## config.mk

```make
export PLATFORM = sky130hd
export DESIGN_NAME = gpi_debounce
export DESIGN_NICKNAME = d
export VERILOG_FILES = /design/src/rtl/gpio_pkg.sv /design/src/rtl/debounce_bit.sv /design/src/rtl/gpi_debounce.sv
export SDC_FILE = /design/constraint.sdc
export NUM_CORES = 1
export LEC_CHECK = 0
export CAP_MARGIN = 20
export CORE_MARGIN = 2
export CORE_UTILIZATION = 45
export CTS_BUF_LIST = sky130_fd_sc_hd__clkbuf_16
export CTS_CLUSTER_DIAMETER = 40
export CTS_CLUSTER_SIZE = 12
export DETAILED_ROUTE_END_ITERATION = 8
export GPL_TIMING_DRIVEN = 0
export HOLD_SLACK_MARGIN = 0.1
export PLACE_DENSITY_LB_ADDON = 0.25
export SLEW_MARGIN = 20
export SYNTH_ARGS = -nofsm -noshare
export SYNTH_HDL_FRONTEND = slang
export SYNTH_SLANG_ARGS = --single-unit
```

## constraint.sdc

```tcl
create_clock -name clk -period 3.8 [get_ports clk]
set_clock_uncertainty 0.2 [all_clocks]
set_input_delay 0.38 -clock clk [delete_from_list [all_inputs] [get_ports clk]]
set_output_delay 0.38 -clock clk [all_outputs]
set_load 0.005 [all_outputs]
```

## src/rtl/gpio_pkg.sv

```systemverilog
// Shared GPIO constants and helpers for the debounced general-purpose inputs.
package gpio_pkg;

    localparam int GPI_WIDTH            = 4;
    localparam int GPI_DEBOUNCE_DEFAULT = 480000;

    // Counter width able to hold DEBOUNCE_CYCLES-1; never narrower than one bit.
    function automatic int cnt_width(input int cycles);
        return (cycles > 2) ? $clog2(cycles) : 1;
    endfunction

endpackage

```

## src/rtl/debounce_bit.sv

```systemverilog
// Single-bit two-flop synchroniser, stability counter and stable register.
// Edge pulses are built only when GPI_DEBOUNCE_EDGE_EN is defined; otherwise tied to 0.
module debounce_bit
    import gpio_pkg::*;
#(
    parameter int DEBOUNCE_CYCLES = GPI_DEBOUNCE_DEFAULT
) (
    input  logic clk,
    input  logic rst,
    input  logic raw,
    output logic level,
    output logic rise,
    output logic fall
);

    localparam int             CW      = cnt_width(DEBOUNCE_CYCLES);
    localparam logic [CW-1:0]  CNT_MAX = CW'(DEBOUNCE_CYCLES - 1);

    logic          sync1_q, sync1_d;
    logic          sync2_q, sync2_d;
    logic          stable_q, stable_d;
    logic [CW-1:0] cnt_q, cnt_d;
    logic          flip;

    always_comb begin
        sync1_d  = raw;
        sync2_d  = sync1_q;
        stable_d = stable_q;
        cnt_d    = '0;
        flip     = 1'b0;
        // Any sample matching the stable level leaves cnt_d at zero, so bounces restart the window.
        if (sync2_q != stable_q) begin
            if (cnt_q == CNT_MAX) begin
                stable_d = sync2_q;
                flip     = 1'b1;
            end else begin
                cnt_d = cnt_q + CW'(1);
            end
        end
    end

    always_ff @(posedge clk) begin
        if (rst) begin
            sync1_q  <= 1'b0;
            sync2_q  <= 1'b0;
            stable_q <= 1'b0;
            cnt_q    <= '0;
        end else begin
            sync1_q  <= sync1_d;
            sync2_q  <= sync2_d;
            stable_q <= stable_d;
            cnt_q    <= cnt_d;
        end
    end

    assign level = stable_q;

`ifdef GPI_DEBOUNCE_EDGE_EN
    logic rise_q, rise_d;
    logic fall_q, fall_d;

    always_comb begin
        rise_d = flip & sync2_q;
        fall_d = flip & ~sync2_q;
    end

    always_ff @(posedge clk) begin
        if (rst) begin
            rise_q <= 1'b0;
            fall_q <= 1'b0;
        end else begin
            rise_q <= rise_d;
            fall_q <= fall_d;
        end
    end

    assign rise = rise_q;
    assign fall = fall_q;
`else
    logic unused_flip;
    assign unused_flip = flip;
    assign rise        = 1'b0;
    assign fall        = 1'b0;
`endif

endmodule

```

## src/rtl/gpi_debounce.sv

```systemverilog
// Debounced, synchronised general-purpose inputs: one debounce_bit per pin.
// Edge pulse outputs are live only when GPI_DEBOUNCE_EDGE_EN is defined.
module gpi_debounce
    import gpio_pkg::*;
#(
    parameter int WIDTH           = GPI_WIDTH,
    parameter int DEBOUNCE_CYCLES = GPI_DEBOUNCE_DEFAULT
) (
    input  logic             clk,
    input  logic             rst,
    input  logic [WIDTH-1:0] gpi_raw,
    output logic [WIDTH-1:0] gpi_out,
    output logic [WIDTH-1:0] gpi_rise,
    output logic [WIDTH-1:0] gpi_fall,
    output logic             gpi_changed
);

    for (genvar i = 0; i < WIDTH; i++) begin : g_bit
        debounce_bit #(
            .DEBOUNCE_CYCLES(DEBOUNCE_CYCLES)
        ) u_bit (
            .clk  (clk),
            .rst  (rst),
            .raw  (gpi_raw[i]),
            .level(gpi_out[i]),
            .rise (gpi_rise[i]),
            .fall (gpi_fall[i])
        );
    end

    assign gpi_changed = |{gpi_rise, gpi_fall};

endmodule

```

==> out/summary.log <==
qor: synth.synth-compound-area-share 0.0795
qor: global_routing.grt_start_max_net_pins 16
qor: synth.synth.avg_cell_area 8.85 sq um
qor: die.core_area 8640 sq um
qor: final_layout.stdcell_count 591
qor: power_and_ir_drop.power.internal 1.52 mW
qor: run_status.run_status finished, final reports clean
qor: final_layout.antenna-diode-count 0
qor: timing.worst_hold_margin 0.238 ns
qor: global_routing.gr-total-overflow 0
qor: drt.postRouteAntennaNets 0
qor: power_and_ir_drop.p_leak 1.44 nW
qor: clocking.cts.repair_timing.setup_buffer_count 0
qor: global_routing.grt.total_usage 0.156
qor: placement.number_of_i_o_port_buffers 9
qor: drt.route.vias.total 3094
qor: die.dieHeight 98.1 um
qor: hold_path.holdCritStartpoint g_bit[2].u_bit.sync1_q$_SDFF_PP0_
qor: drt.drt-total-wl 7090 um
qor: hold_path.timing.hold.worst.class reg -> reg
qor: drt.vias_per_cell 5.24
qor: placement.globalplace.congestion 0.788
qor: global_routing.grt_antenna_before_repair 0
qor: clocking.cts_buffers 9
qor: worst_setup_path.cp_data_required_time 3.82 ns
qor: power_and_ir_drop.total_switching_power 0.381 mW
qor: synth.ys_ff_latch 88
qor: worst_setup_path.timing.critical_path.slowest_cell_delay 0.38 ns
qor: timing.rsz_0062_raised_after_global_routing false
qor: timing.final-max-slew-violation-count 0
qor: worst_setup_path.worst_r2r_startpoint g_bit[2].u_bit.cnt_q[0]$_SDFF_PP0_
qor: clocking.tritoncts_num_sinks 88
qor: worst_setup_path.path_class reg -> reg
qor: clocking.clk_pin_slew_worst_paths 0.06 ns
qor: final_layout.mostFrequentLayoutCell dfxtp_1
qor: synth.number_of_instances_in_the_synthesized_netlist 450
qor: clocking.worstSkewPairLatency 0.33 ns
qor: power_and_ir_drop.max-vdd-ir-drop 0.232 mV
qor: timing.hold_viol_final 0
qor: synth.netlist.top_cell.by_area dfxtp_1
qor: synth.seq_area_frac_synth 0.442
qor: synth.ys_top_cells_by_area dfxtp_1 (44%), xnor2_1 (5.9%), nor2_1 (5.7%)
qor: die.dieArea 9620 sq um
qor: clocking.cts.htree.levels 3
qor: drt.drt_first_iter_violations 41
qor: clocking.clockRootBuffer clkbuf_16
qor: synth.yosys_warnings 0
qor: worst_setup_path.endpoint_type_of_the_worst_setup_path flop
qor: placement.hpwlAfterDp 5020 um
qor: timing.setup_viol 0
qor: worst_setup_path.crit_arrival 2.17 ns
qor: worst_setup_path.critical-path-slowest-cell or2_2
qor: synth.top_cell_type_s_share_of_synthesized_area 0.442
qor: die.std_cell_rows 34
qor: power_and_ir_drop.comb_power_share 0.017
qor: clocking.tritoncts yes
qor: worst_setup_path.path_cells ha_1, nand4_1, or2_2, o21ai_4, buf_4, nor2_1
qor: clocking.postCtsResizedCells 0
qor: die.die_x 98.1 um
qor: synth.synth_top_family_by_area simple AND/OR/NAND/NOR gates
qor: timing.totalNegativeSetupSlack 0 ns
qor: drt.drt-wirelength-per-cell 12.0 um
qor: power_and_ir_drop.sequential_cell_fraction_of_total_power 0.489
qor: synth.synth_cell_types 41
qor: synth.synth_async_sr_flop_share 0
qor: final_layout.post_route_cells_drive_above_1_share 0.0994
qor: synth.synth-simple-area-share 0.301
qor: final_layout.final_cell_mix dfxtp_1 (88), nor2_1 (61), xnor2_1 (27)
qor: timing.fin_crit_sh 0.566
qor: synth.top_ff_cell_synth dfxtp_1
qor: run.max_cap_violations 0
qor: clocking.hold_buffers 0
qor: global_routing.vias_in_the_first_global_route 2933
qor: timing.final.min_clock_period 2.15 ns
qor: synth.post_synth_xor_xnor_area 0.114
qor: power_and_ir_drop.power.share.clock 0.493
qor: placement.dp.cells 575
qor: timing.max_freq 465 MHz
qor: synth.post_synth_edffs 0
qor: final_layout.areaGrowthSynthToFinish 14.5%
qor: worst_setup_path.max_fanout_on_critical_path 10
qor: synth.yosys.area_share.adder 0.0126
qor: power_and_ir_drop.power.switching_fraction 0.200
qor: global_routing.grt_first_pass_wirelength 12600 um
qor: synth.yosys-mux-area-fraction 0
qor: die.start_util 0.461
qor: final_layout.post_layout_nets 488
qor: clocking.cts_buffer_depth 2
qor: worst_setup_path.startpoint_type flop
qor: drt.dr.pass1.iters 4
qor: synth.synth.cell_area 3980 sq um
qor: final_layout.final_core_utilization 0.528
qor: worst_setup_path.startpoint g_bit[2].u_bit.cnt_q[0]$_SDFF_PP0_
qor: drt.drc 0
qor: power_and_ir_drop.power_per_cell_area 417 nW/um^2
qor: die.pin_count 19
-- path summary, 6_finish.rpt --
kind	end	slack, ns	depth (start not counted)
hold reg to reg	g_bit[2].u_bit.sync2_q$_SDFF_PP0_	0.24	1
setup / recovery	g_bit[2].u_bit.cnt_q[8]$_SDFF_PP0_	1.65	6
hold / removal	g_bit[2].u_bit.sync2_q$_SDFF_PP0_	0.24	1
setup reg to reg	g_bit[2].u_bit.cnt_q[8]$_SDFF_PP0_	1.65	6
-- sequential cells by signal, summed over array words and instances, names as in the netlist --
register and flops:
g_bit.u_bit.cnt_q 76, g_bit.u_bit.level 4, g_bit.u_bit.sync1_q 4, g_bit.u_bit.sync2_q 4
-- power groups by stage --
stage          Clock [mW]  Sequential (mW)  Combinational (mW)
2_1_floorplan           0            0.950              0.0236
3_3_place_gp            0            0.951              0.0330
3_5_place_dp            0            0.951              0.0335
4_1_cts             0.963            0.930              0.0336
5_1_grt             0.998            0.930              0.0373
6_report            0.937            0.930              0.0332
-- cells in the mapped netlist, drive strengths merged, types with 7 or more instances --
library cell / count
nand2: 23
xnor2: 27
inv: 13
o21ai: 18
and2: 7
or4: 12
o31ai: 9
nand3: 21
nand4: 23
nor3: 11
a21oi: 23
and3: 7
dfxtp: 88
nor2: 61
buf: 21
and4: 11
or3: 14
xor2: 25
nor2b: 9
-- cell families after synthesis --
logic type	Yosys count
XOR/XNOR	52
buffers and inverters	37
AO/OA/AOI/OAI	52
AND/OR/NAND/NOR	216
other	1
flip-flops	88
adder cells (fa/ha/maj)	4
-- per-layer routing --
layer,up-vias,global-route usage,share of wire
met5,-,0,0
met4,0,0.0641,0.015
met3,12,0.0301,0.024
met2,35,0.260,0.47
met1,1432,0.197,0.49
li1,1615,-,-
-- final cells by class --
| type | count | area, sq um |
|---|---|---|
| repair buffers | 9 | 90.1 |
| inverters | 13 | 48.8 |
| multi-input cells | 333 | 2050 |
| well taps | 108 | 135 |
| flip-flops and latches | 88 | 1760 |
| clock inverters | 7 | 96.3 |
| plain buffers | 24 | 150 |
| clock buffers | 9 | 225 |
| fillers | 812 | 4080 |
-- through the flow --
step	setup WS, ns	area [sq um]	total power, mW
after floorplan	1.95	4010	0.974
after global placement	1.53	4240	0.984
after detailed placement	1.49	4240	0.984
after CTS	1.62	4560	1.93
after global routing	1.48	4560	1.97
final	1.65	4560	1.90
-- worst max-delay path: cells and delay by family, from the launching register on --
family / cells / cell delay [ns]
fa+ha+maj: 1 / 0.26
compound gates: 1 / 0.30
buf+inv: 1 / 0.23
flops: 1 / 0.37
simple gates: 3 / 0.67
(Power assumes the default switching activity.)
